<file path="config.mk">
export PLATFORM = sky130hd
export DESIGN_NAME = uart_rx
export DESIGN_NICKNAME = d
export VERILOG_FILES = /design/src/rtl/uart_pkg.sv /design/src/rtl/uart_rx_fifo.sv /design/src/rtl/uart_rx.sv
export SDC_FILE = /design/constraint.sdc
export NUM_CORES = 1
export LEC_CHECK = 0
export CELL_PAD_IN_SITES_DETAIL_PLACEMENT = 1
export CELL_PAD_IN_SITES_GLOBAL_PLACEMENT = 2
export CORE_UTILIZATION = 30
export CTS_CLUSTER_DIAMETER = 200
export DETAILED_ROUTE_END_ITERATION = 8
export MAX_ROUTING_LAYER = met4
export PLACE_DENSITY = 0.71
export SYNTH_ARGS = -nofsm -noshare
export SYNTH_HDL_FRONTEND = slang
export SYNTH_SLANG_ARGS = --single-unit
</file>
<file path="constraint.sdc">
create_clock -name CLK_DC -period 1.98 [get_ports CLK_DC]
set_input_delay 0.297 -clock CLK_DC [delete_from_list [all_inputs] [get_ports CLK_DC]]
set_output_delay 0.297 -clock CLK_DC [all_outputs]
set_load 0.02 [all_outputs]
</file>
<file path="src/rtl/uart_pkg.sv">
// Shared types and constants for the 8N1 UART receiver.
package uart_pkg;

   typedef enum logic [2:0] {IDLE, START, DATA, STOP, BREAK} uart_rx_state_t;

   localparam int unsigned UART_DEFAULT_CLKS_PER_BIT = 434;
   localparam int unsigned UART_DATA_BITS            = 8;

endpackage

</file>
<file path="src/rtl/uart_rx_fifo.sv">
// Show-ahead receive FIFO; wrap-bit pointers, simultaneous push/pop allowed even when full.
module uart_rx_fifo #(
   parameter int unsigned DEPTH = 4,
   parameter int unsigned WIDTH = 8
) (
   input  logic                         i_clk,
   input  logic                         i_rst_n,
   input  logic                         i_push,
   input  logic [WIDTH-1:0]             i_data,
   input  logic                         i_pop,
   output logic [WIDTH-1:0]             o_data,
   output logic                         o_full,
   output logic                         o_empty,
   output logic [$clog2(DEPTH+1)-1:0]   o_count
);

   localparam int unsigned AW = $clog2(DEPTH);
   localparam int unsigned CW = $clog2(DEPTH + 1);

   logic [WIDTH-1:0] r_mem [DEPTH];
   logic [AW:0]      r_wr_ptr;
   logic [AW:0]      r_rd_ptr;
   logic [AW:0]      w_diff;
   logic             w_do_pop;
   logic             w_do_push;

   assign w_diff    = r_wr_ptr - r_rd_ptr;
   assign o_empty   = (r_wr_ptr == r_rd_ptr);
   assign o_full    = (r_wr_ptr[AW] != r_rd_ptr[AW]) && (r_wr_ptr[AW-1:0] == r_rd_ptr[AW-1:0]);
   assign o_count   = CW'(w_diff);
   assign o_data    = o_empty ? '0 : r_mem[r_rd_ptr[AW-1:0]];
   assign w_do_pop  = i_pop & ~o_empty;
   // A pop in the same cycle frees the slot the push needs.
   assign w_do_push = i_push & (~o_full | w_do_pop);

   always_ff @(posedge i_clk or negedge i_rst_n) begin
      if (!i_rst_n) begin
         r_wr_ptr <= '0;
         r_rd_ptr <= '0;
      end else begin
         if (w_do_push) r_wr_ptr <= r_wr_ptr + 1'b1;
         if (w_do_pop)  r_rd_ptr <= r_rd_ptr + 1'b1;
      end
   end

   always_ff @(posedge i_clk) begin
      if (w_do_push) r_mem[r_wr_ptr[AW-1:0]] <= i_data;
   end

endmodule

</file>
<file path="src/rtl/uart_rx.sv">
// 8N1 UART receiver: 2-FF synchronizer, mid-bit sampling FSM, receive FIFO and sticky errors.
module uart_rx
   import uart_pkg::*;
#(
   parameter int unsigned CLKS_PER_BIT = UART_DEFAULT_CLKS_PER_BIT,
   parameter int unsigned FIFO_DEPTH   = 4
) (
   input  logic                             CLK_DC,
   input  logic                             RST,
   input  logic                             uartRxPin,
   input  logic                             rd_en,
   input  logic                             err_clr,
   output logic [7:0]                       rx_data,
   output logic                             rx_valid,
   output logic [$clog2(FIFO_DEPTH+1)-1:0]  rx_count,
   output logic                             frame_err,
   output logic                             overrun
);

   localparam int unsigned CNTW = $clog2(CLKS_PER_BIT);
   localparam logic [CNTW-1:0] CNT_HALF = CNTW'(CLKS_PER_BIT / 2 - 1);
   localparam logic [CNTW-1:0] CNT_FULL = CNTW'(CLKS_PER_BIT - 1);

   logic                      r_sync1;
   logic                      r_rx_s;
   uart_rx_state_t            r_state;
   uart_rx_state_t            w_state_nxt;
   logic [CNTW-1:0]           r_cnt;
   logic [CNTW-1:0]           w_cnt_nxt;
   logic [2:0]                r_bitidx;
   logic [2:0]                w_bitidx_nxt;
   logic [UART_DATA_BITS-1:0] r_sh;
   logic [UART_DATA_BITS-1:0] w_sh_nxt;
   logic                      w_push;
   logic                      w_ferr_set;
   logic                      w_fifo_full;
   logic                      w_fifo_empty;
   logic                      r_frame_err;
   logic                      r_overrun;

   // Synchronizer resets to idle-high so reset release never looks like a start bit.
   always_ff @(posedge CLK_DC or negedge RST) begin
      if (!RST) begin
         r_sync1 <= 1'b1;
         r_rx_s  <= 1'b1;
      end else begin
         r_sync1 <= uartRxPin;
         r_rx_s  <= r_sync1;
      end
   end

   always_ff @(posedge CLK_DC or negedge RST) begin
      if (!RST) begin
         r_state  <= IDLE;
         r_cnt    <= '0;
         r_bitidx <= '0;
         r_sh     <= '0;
      end else begin
         r_state  <= w_state_nxt;
         r_cnt    <= w_cnt_nxt;
         r_bitidx <= w_bitidx_nxt;
         r_sh     <= w_sh_nxt;
      end
   end

   always_comb begin
      w_state_nxt  = r_state;
      w_cnt_nxt    = r_cnt + 1'b1;
      w_bitidx_nxt = r_bitidx;
      w_sh_nxt     = r_sh;
      w_push       = 1'b0;
      w_ferr_set   = 1'b0;
      unique case (r_state)
         IDLE: begin
            w_cnt_nxt = '0;
            if (!r_rx_s) w_state_nxt = START;
         end
         START: begin
            if (r_cnt == CNT_HALF) begin
               w_cnt_nxt    = '0;
               w_bitidx_nxt = '0;
               w_state_nxt  = r_rx_s ? IDLE : DATA;
            end
         end
         DATA: begin
            if (r_cnt == CNT_FULL) begin
               w_cnt_nxt          = '0;
               w_sh_nxt[r_bitidx] = r_rx_s;
               w_bitidx_nxt       = r_bitidx + 1'b1;
               if (r_bitidx == 3'd7) w_state_nxt = STOP;
            end
         end
         STOP: begin
            if (r_cnt == CNT_FULL) begin
               w_cnt_nxt = '0;
               if (r_rx_s) begin
                  w_push      = 1'b1;
                  w_state_nxt = IDLE;
               end else begin
                  w_ferr_set  = 1'b1;
                  w_state_nxt = BREAK;
               end
            end
         end
         BREAK: begin
            w_cnt_nxt = '0;
            if (r_rx_s) w_state_nxt = IDLE;
         end
         default: begin
            w_cnt_nxt   = '0;
            w_state_nxt = IDLE;
         end
      endcase
   end

   // Setting wins over a simultaneous clear.
   always_ff @(posedge CLK_DC or negedge RST) begin
      if (!RST) begin
         r_frame_err <= 1'b0;
         r_overrun   <= 1'b0;
      end else begin
         r_frame_err <= w_ferr_set | (r_frame_err & ~err_clr);
         r_overrun   <= (w_push & w_fifo_full & ~rd_en) | (r_overrun & ~err_clr);
      end
   end

   uart_rx_fifo #(
      .DEPTH (FIFO_DEPTH),
      .WIDTH (UART_DATA_BITS)
   ) u_fifo (
      .i_clk   (CLK_DC),
      .i_rst_n (RST),
      .i_push  (w_push),
      .i_data  (r_sh),
      .i_pop   (rd_en),
      .o_data  (rx_data),
      .o_full  (w_fifo_full),
      .o_empty (w_fifo_empty),
      .o_count (rx_count)
   );

   assign rx_valid  = ~w_fifo_empty;
   assign frame_err = r_frame_err;
   assign overrun   = r_overrun;

endmodule

</file>
[After elaboration in Yosys (flattened, before gate mapping)]
Memories as Yosys holds them, arrays and structs flattened.
Cells that the tools add are included.
Storage, ports and cells
  register bits after elaboration: 33
  latch bits: 0
  memory bits (writable): 32
  ROM bits: 0
  bits of input ports: 5
  output and inout port bits: 14
  word-level logic and storage cells: 82
  memories: 1
Operators by class
  add/sub/neg operators: 5
  multiply operators: 0
  divide/modulo/power cells: 0
  $lt $le $gt $ge: 2
  equal/unequal tests: 16
  shifts and indexed selects: 0
  multiplexer cells: 27
  bitwise gates (word level): 13
  reductions and logical operators: 8
Memory list
  u_fifo.r_mem: words 4, width 8, read ports 1, clocked after Yosys merged registers in 0, wr ports 1, RTL line uart_rx_fifo.sv:20  | logic [WIDTH-1:0] r_mem [DEPTH];
Operators with widths (count)
  2-to-1 mux 3 bit: 9
  2-to-1 mux 9 bit: 2
  case mux 9 bit (2 select lines): 1
  case mux 3 bit (5 select lines): 1
  inequality test 2 bit (second input constant): 6
  adder 3 x 1 -> 3 bit (second input constant): 3
  adder 9 x 1 -> 9 bit (second input constant): 1
  == test 9 x 8 -> 1 bit (second input constant): 1
  == test 9 bit (second input constant): 1
  2-to-1 mux 1 bit: 9
  bitwise mux 8 bit: 1
  2-to-1 mux 8 bit: 1
  bitwise AND 1 bit: 6
  == test 3 x 2 -> 1 bit (second input constant): 2
  == test 3 bit (second input constant): 2
  case mux 3 bit (2 select lines): 1
  AND reduction 6 bit: 1
  < comparator 3 x 4 -> 1 bit (second input constant): 1
  NOT 1 bit: 4
  demux 1 bit (select 3 bit): 1
  == test 3 x 1 -> 1 bit (second input constant): 1
  == test 3 bit: 1
  >= comparator 3 x 1 -> 1 bit (second input constant): 1
  logical NOT 3 bit: 1
  other kinds (10): 13

[Logic depth before layout (Yosys ltp)]
Gate-level depths: netlist (run 1).
  depth in word-level cells: 7
  gate-level depth with buffers: 7
  gate-level depth less buffers: 6

[By module]
From an unflattened synthesis (run 1), not the netlist that was laid out.
Second synthesis, totals
  cells, all modules: 225
  area total of the unflattened synthesis: 3114.2 um2
By module, submodules not included
  uart_rx_fifo: instances 1, cells an instance 95, area an instance 1665.3 um2, seq. area each 1111.1 um2
  uart_rx: instances 1, cells an instance 130, area an instance 1448.9 um2, seq. area each 678.2 um2

[Worst setup path after synthesis (run 1)]
No wires, ideal clock.
  path kind: register -> register
  start point: register u_fifo.r_rd_ptr[1]
  end point: memory u_fifo.r_mem[3][0], enable pin
  setup time: 0.332 ns
  arrival time: 1.831 ns
  required time: 1.648 ns
  setup slack: -0.183 ns
  cell stages (with the launch flop): 8
  buffers on the path: 1
  clock period less this slack: 2.163 ns
  cells stage by stage: dfrtp_1 -> clkbuf_1 -> inv_1 -> ha_1 -> nand2_1 -> nor3_1 -> nor3b_2 -> and2_1
On the way
  word-level cells in the longest chain between the ends: 7
  elaborated cells between the ends (all ways): 10
  classes of those cells: eq/ne: 2; mux: 2; bitwise: 5; reduce/logical: 1
Ends and longest elaborated chain
  from (decl): RTL line uart_rx_fifo.sv:22  | logic [AW:0] r_rd_ptr;
  from (signal assigned): RTL line uart_rx_fifo.sv:42  | if (w_do_pop) r_rd_ptr <= r_rd_ptr + 1'b1;
  == test 3 bit or == test 2 bit (tied branches): RTL line uart_rx_fifo.sv:28, uart_rx_fifo.sv:29
  NOT 1 bit or logical AND 1 bit (tied branches): RTL line uart_rx_fifo.sv:32, uart_rx_fifo.sv:29
  bitwise AND 1 bit or NOT 1 bit (tied branches): RTL line uart_rx_fifo.sv:32, uart_rx_fifo.sv:34
  bitwise OR 1 bit (*): RTL line uart_rx_fifo.sv:34  | assign w_do_push = i_push & (~o_full | w_do_pop);
  bitwise AND 1 bit (*): RTL line uart_rx_fifo.sv:34
  2-to-1 mux 1 bit (*): RTL line uart_rx_fifo.sv:47  | if (w_do_push) r_mem[r_wr_ptr[AW-1:0]] <= i_data;
  2-to-1 mux 1 bit (implied by the code) (*): RTL line uart_rx_fifo.sv:47
  to (decl): RTL line uart_rx_fifo.sv:20
Mark *: on every way between the ends. The rest lies on a longest branch, timed or not.

[Worst setup path after layout (run 1)]
  start point: register u_fifo.r_rd_ptr[0]
  end point: output rx_data[0]
On the way
  word-level cells in the longest chain between the ends: 2
  elaborated cells between the ends (all ways): 3
  classes of those cells: eq/ne: 1; mux: 1; memory: 1
Ends and longest elaborated chain
  memory (4 x 8 bit) or == test 3 bit (tied branches)
  2-to-1 mux 8 bit (*): RTL line uart_rx_fifo.sv:31  | assign o_data = o_empty ? '0 : r_mem[r_rd_ptr[AW-1:0]];
  to (decl): RTL line uart_rx.sv:13  | output logic [7:0] rx_data,
Marks and branches as above.

==> results of run 1 <==
metal layers:
layer	vias to the layer above	track usage, %	share of wire (%)
met2	24	22.9	52
met5	-	-	0
met4	0	5.27	1.2
met3	11	3.08	1.9
met1	956	15.7	45
li1	905	-	-
final timing paths:
| kind | slack, ns | cells after the start | endpoint | from |
|---|---|---|---|---|
| worst max-delay path | -0.02 | 4 | rx_data[0] | u_fifo.r_rd_ptr[0] |
| worst min-delay path | 0.36 | 2 | r_cnt[6] | RST |
| worst max register to register | 0.07 | 6 | u_fifo.r_mem[0][2] | r_cnt[1] |
| worst min register to register | 0.36 | 0 | r_rx_s | r_sync1 |
| max in group asynchronous | 1.26 | 2 | r_rx_s | RST |
| min in group CLK_DC | 0.36 | 0 | r_rx_s | r_sync1 |
cell usage in the layout, fill, tap and decap left out, types with 6 or more instances in the layout:
cell and n:
clkbuf_8 9, nand3_1 6, ha_1 9, nor2_1 13, clkdlybuf4s50_1 6, nand2_1 7
buf_4 34, mux4_2 8, and2_4 11, inv_1 14, nand4_1 6, edfxtp_1 32
buf_6 10, dfrtp_1 30, xnor2_1 7
sequential cells by signal, indices dropped and copies added (netlist names), 3 cells and up:
| signal | count |
|---|---|
| u_fifo.r_mem | 32 |
| u_fifo.r_wr_ptr | 3 |
| r_sh | 8 |
| r_bitidx | 3 |
| r_cnt | 9 |
| r_state | 3 |
| u_fifo.r_rd_ptr | 3 |
power breakdown:
| group | switching (uW) | leakage [uW] | internal, uW |
|---|---|---|---|
| clock | 535 | 0.000133 | 966 |
| sequential | 46.8 | 0.000799 | 1450 |
| combinational | 390 | 0.000789 | 441 |
stage by stage:
stage / instances / area, um^2
global route: 414 / 4060
finish: 414 / 4060
global placement: 393 / 3580
CTS: 411 / 3880
detailed placement: 393 / 3580
floorplan: 218 / 3020
synth_stat cells (4+ instances only):
| cell type | n | share of area [%] |
|---|---|---|
| and2_1 | 13 | 2.7 |
| clkbuf_1 | 5 | 0.62 |
| dfrtp_1 | 31 | 26 |
| edfxtp_1 | 32 | 32 |
| ha_1 | 12 | 5.0 |
| inv_1 | 17 | 2.1 |
| mux2_1 | 7 | 2.6 |
| mux4_2 | 8 | 6.0 |
| nand2_1 | 7 | 0.87 |
| nand3_1 | 7 | 1.2 |
| nand4_1 | 6 | 1.2 |
| nor2_1 | 13 | 1.6 |
| nor3_1 | 5 | 0.83 |
| xnor2_1 | 9 | 2.6 |
| xor2_1 | 4 | 1.2 |
critical path, cell delays in order (launching register included):
cell	delay [ns]
dfrtp_2	0.45
buf_12	0.15
mux4_2	0.50
and2_4	0.15
buf_6	0.12
final cells by class:
| cell class | count | area, um^2 |
|---|---|---|
| fill | 1032 | 5720 |
| sequential | 65 | 1790 |
| multi-input combinational | 129 | 1280 |
| timing repair buffer | 54 | 487 |
| tap | 133 | 166 |
| clock inverter | 7 | 143 |
| clock buffer | 9 | 124 |
| inverter | 17 | 63.8 |
kinds of logic (layout without fill, tap and decap cells):
kind of cell    after synthesis  after routing
simple gates                 71             71
fa+ha+maj                    13             13
compound gates               12             12
mux                          20             20
xor+xnor                     13             13
buf+inv                      24             87
flops                        65             65
what timing repair did:
item | CTS | global route
setup endpoints to repair | 50 | 65
gates resized for setup | 52 | 47
cloned | 0 | 1
buffers inserted | 2 | 2
pin swaps | 5 | 16
==> flow_summary.toml, run 1 <==
[yosys]
synth_ff_type = "edfxtp_1"
ys_seq_area_share_pct = 59.3
yosys.area_share.simple_pct = 15.0
syn_inst = 218
netlist_area_mm2 = 0.00302
synth_nets = 236
synth-edff-count = 32
syn_area_per_cell_um2 = 13.8
synth_xor_area_share_pct = 3.77
synth.distinct_cells = 43
synth_fa_ha_area_share_pct = 5.64
ys_seq_elements = 65
synth_compound_area_share_pct = 2.65
synth_top_family_by_area = "simple AND/OR/NAND/NOR gates"
synth_warnings = 0
ys_async_sr_fraction_pct = 50.8
muxShareOfSynthArea_pct = 10.4

[status]
violations = "negative setup slack"
status = "complete, but fails checks"

[sta]
fin_crit_ns = 2.00
fin_tns_setup_ns = -0.114
holdWs_ns = 0.362
slew_headroom_pct = 70.3
grt_setup_unrepaired = "true"
drv_slew = 0
hold_violations = 0
fin_ws_ns = -0.0231
clock_skew_ns = 0.0153
finalSetupViolCount = 8
fin_crit_sh_pct = 101
tightest_slew_ns = 0.445
clock.fmax_mhz = 499

[layout]
fin_nets = 294
syn2layout_area_growth_pct = 34.4
fin_util_pct = 41.5
layout-drive-gt1-share_pct = 39.5
antennaDiodeCount = 0

[setup_path]
worstPathArrival_ns = 1.71
cp-end-kind = "primary output"
crit_required_ns = 1.68
cp-start-kind = "register"
criticalPathCategory = "reg -> out"
crit_fanout = 5

[die]
dieArea_mm2 = 0.0105
io_pins = 19
num_rows = 36
start_util_pct = 30.9
fp.dieH_um = 102
die_x_um = 102
design.core.area_mm2 = 0.00977

[route]
vias = 1896
final_antenna_net_count = 0
avgViaCountPerCell = 4.58
wl_per_cell_um = 14.8
drtIter0Drc = 74
finalWirelength_um = 6140
drc = 0
firstDrtPassIters = 3

[clock_tree]
cts-root-buf = "clkbuf_8"
cts.hold.buffers_added = 0
clock_sinks = 65
cts_tree = "done"
cts.clk_slew.worst_paths_ns = 0.08
clockBufferDepth = 2
numCtsBuffers = 9
htree_num_levels = 3
clk-insertion-delay-late_ns = 0.34

[power]
ir_drop_uv = 467
p_leak_uw = 0.00172
power.density_mw_per_mm2 = 943
power_uw = 3830

[grt]
grt_pass1_wl_um = 10200
track_usage_pct = 13.6
overflow = 0
antenna_found_initial = 0
grt_pass1_vias = 2010
grt_max_degree = 34

[job]
cap_violations = 0

[worst_hold_path]
hp-class = "in -> async"

[placed_design]
dp_hpwl_um = 4140
globalplace.congestion = 0.777
pre_cts_ws_ns = -0.159
io_buffers = 18
(Power assumes the default switching activity.)
==> inputs of run 2 (changes only) <==
--- a/config.mk
+++ b/config.mk
@@ -7,6 +7,7 @@
 export LEC_CHECK = 0
 export CELL_PAD_IN_SITES_DETAIL_PLACEMENT = 1
 export CELL_PAD_IN_SITES_GLOBAL_PLACEMENT = 2
+export CORE_MARGIN = 1.5
 export CORE_UTILIZATION = 30
 export CTS_CLUSTER_DIAMETER = 200
 export DETAILED_ROUTE_END_ITERATION = 8
@@ -15,3 +16,4 @@
 export SYNTH_ARGS = -nofsm -noshare
 export SYNTH_HDL_FRONTEND = slang
 export SYNTH_SLANG_ARGS = --single-unit
+export TNS_END_PERCENT = 5
==> flow_summary.toml, run 2 (synthesis results as in run 1) <==
[status]
status = "complete, but fails checks"
violations = "negative setup slack"

[grt]
track_usage_pct = 14.5
met2_usage_pct = 25.0
grt_busiest_layer = "met2"
antenna_found_initial = 0
met3_usage_pct = 3.70
overflow = 0
grt_pass1_vias = 2174
grt_use_met1_pct = 15.6
grt_max_degree = 34
grt_pass1_wl_um = 10900

[layout]
antennaDiodeCount = 0
syn2layout_area_growth_pct = 35.2
layout_common_cells = "buf_4, edfxtp_1, dfrtp_1, inv_1, nor2_1"
layout-drive-gt1-share_pct = 39.2
largest_reg_flops = 32
final_common_cell = "buf_4"
fin_nets = 299
postLayoutCellArea_mm2 = 0.00408
fin_cells = 419

[sta]
fin_crit_ns = 2.05
fin_tns_setup_ns = -0.299
hold_violations = 0
fin_ws_ns = -0.0660
slew_headroom_pct = 69.1
tightest_slew_ns = 0.464
drv_slew = 0
holdWs_ns = 0.348
clock.fmax_mhz = 489
finalSetupViolCount = 9
clock_skew_ns = 0.00725
fin_crit_sh_pct = 103
grt_setup_unrepaired = "true"

[die]
design.core.area_mm2 = 0.00977
die_x_um = 103
dieArea_mm2 = 0.0107
start_util_pct = 30.9
fp.dieH_um = 103
io_pins = 19
num_rows = 36

[clock_tree]
htree_num_levels = 3
clk-insertion-delay-late_ns = 0.35
numCtsBuffers = 9
clock_sinks = 65
cts.clk_slew.worst_paths_ns = 0.08
cts-root-buf = "clkbuf_8"
clockBufferDepth = 2
cts_tree = "done"

[setup_path]
worstPathArrival_ns = 1.75
rrSetupSlack_ns = 0.04
cp-end-kind = "primary output"
crit_required_ns = 1.68
r2r-end = "u_fifo.r_mem[2][4]"
criticalPathCategory = "reg -> out"
worstReg2RegStart = "u_fifo.r_rd_ptr[2]"
reg2reg_depth = 7
cp-start-kind = "register"
crit_fanout = 5

[route]
drc = 0
avgViaCountPerCell = 4.62
drtIter0Drc = 73
wl_per_cell_um = 15.5
finalWirelength_um = 6490
final_antenna_net_count = 0
firstDrtPassIters = 4
vias = 1937

[worst_hold_path]
min_from = "uartRxPin"
hold_path_end = "r_sync1"
worstHoldPathCells = 1
hp-class = "in -> reg"

[power]
p_leak_uw = 0.00173
ir_drop_uv = 373
power.density_mw_per_mm2 = 897

[placed_design]
io_buffers = 18
dp_cells = 398
placed_cell_area_mm2 = 0.00366
globalplace.congestion = 0.711
dp_hpwl_um = 4330

[job]
cap_violations = 0
## run 2: cell count changes in the layout (fill, tap and decap cells not counted), sizes merged
cell      change
buf           +6
bufinv        -2
clkbuf        -2
clkinv        -2
clkinvlp      +2
inv           +2
nand3         +1
## run 2: routing by layer
layer,routed length (um),part of all wire [%],up-vias
li1,-,-,924
met1,2820,43,975
met2,3420,53,27
met3,165,2.5,11
met4,88,1.4,0
met5,0,0,-
## run 2: cell type report
class / count / area, um^2
clock buffer: 9 / 124
clock inverter: 7 / 101
fill: 1040 / 5690
inverter: 17 / 63.8
multi-input combinational: 130 / 1280
sequential: 65 / 1790
tap: 133 / 166
timing repair buffer: 58 / 558
## run 2: repair_timing
item                                    in CTS  in global routing
hold buffers                                 0                  0
pin swaps                                    9                 10
endpoints found under the setup margin      46                 52
gates resized for setup                     76                 21
cloned                                       2                  0
setup buffers                                4                  0
## run 2: power by group
part / total (uW) / switching [uW] / internal [uW] / leakage, uW
Combinational: 875 / 404 / 471 / 0.000825
Clock: 1290 / 570 / 719 / 0.000106
Sequential: 1500 / 52.6 / 1450 / 0.000797
Total: 3660 / 1030 / 2630 / 0.00173
## run 2: worst max-delay path: stages, from the launching register on
cell	delay (ns)
dfrtp_2	0.46
buf_12	0.15
mux4_2	0.50
and2_4	0.15
buf_6	0.12
## run 2: worst max-delay path by stage
stage / startpoint / to / slack [ns] / cells past startpoint
floorplan: u_fifo.r_rd_ptr[1] / u_fifo.r_mem[2][0] / -0.05 / 7
global placement: u_fifo.r_rd_ptr[0] / rx_count[2] / -0.08 / 4
detailed placement: u_fifo.r_rd_ptr[0] / rx_data[1] / -0.17 / 4
CTS: u_fifo.r_rd_ptr[0] / rx_data[5] / -0.12 / 5
global route: u_fifo.r_rd_ptr[0] / rx_data[6] / -0.12 / 4
finish: u_fifo.r_rd_ptr[0] / rx_data[4] / -0.07 / 4
## run 2: stage by stage
stage | setup slack [ns] | power [uW] | utilization (%)
finish | -0.0660 | 3660 | 41.8
global route | -0.121 | 3850 | 41.8
CTS | -0.119 | 3780 | 41.4
detailed placement | -0.171 | 2210 | 37.5
global placement | -0.0813 | 2200 | 37.5
floorplan | -0.0549 | 1870 | -
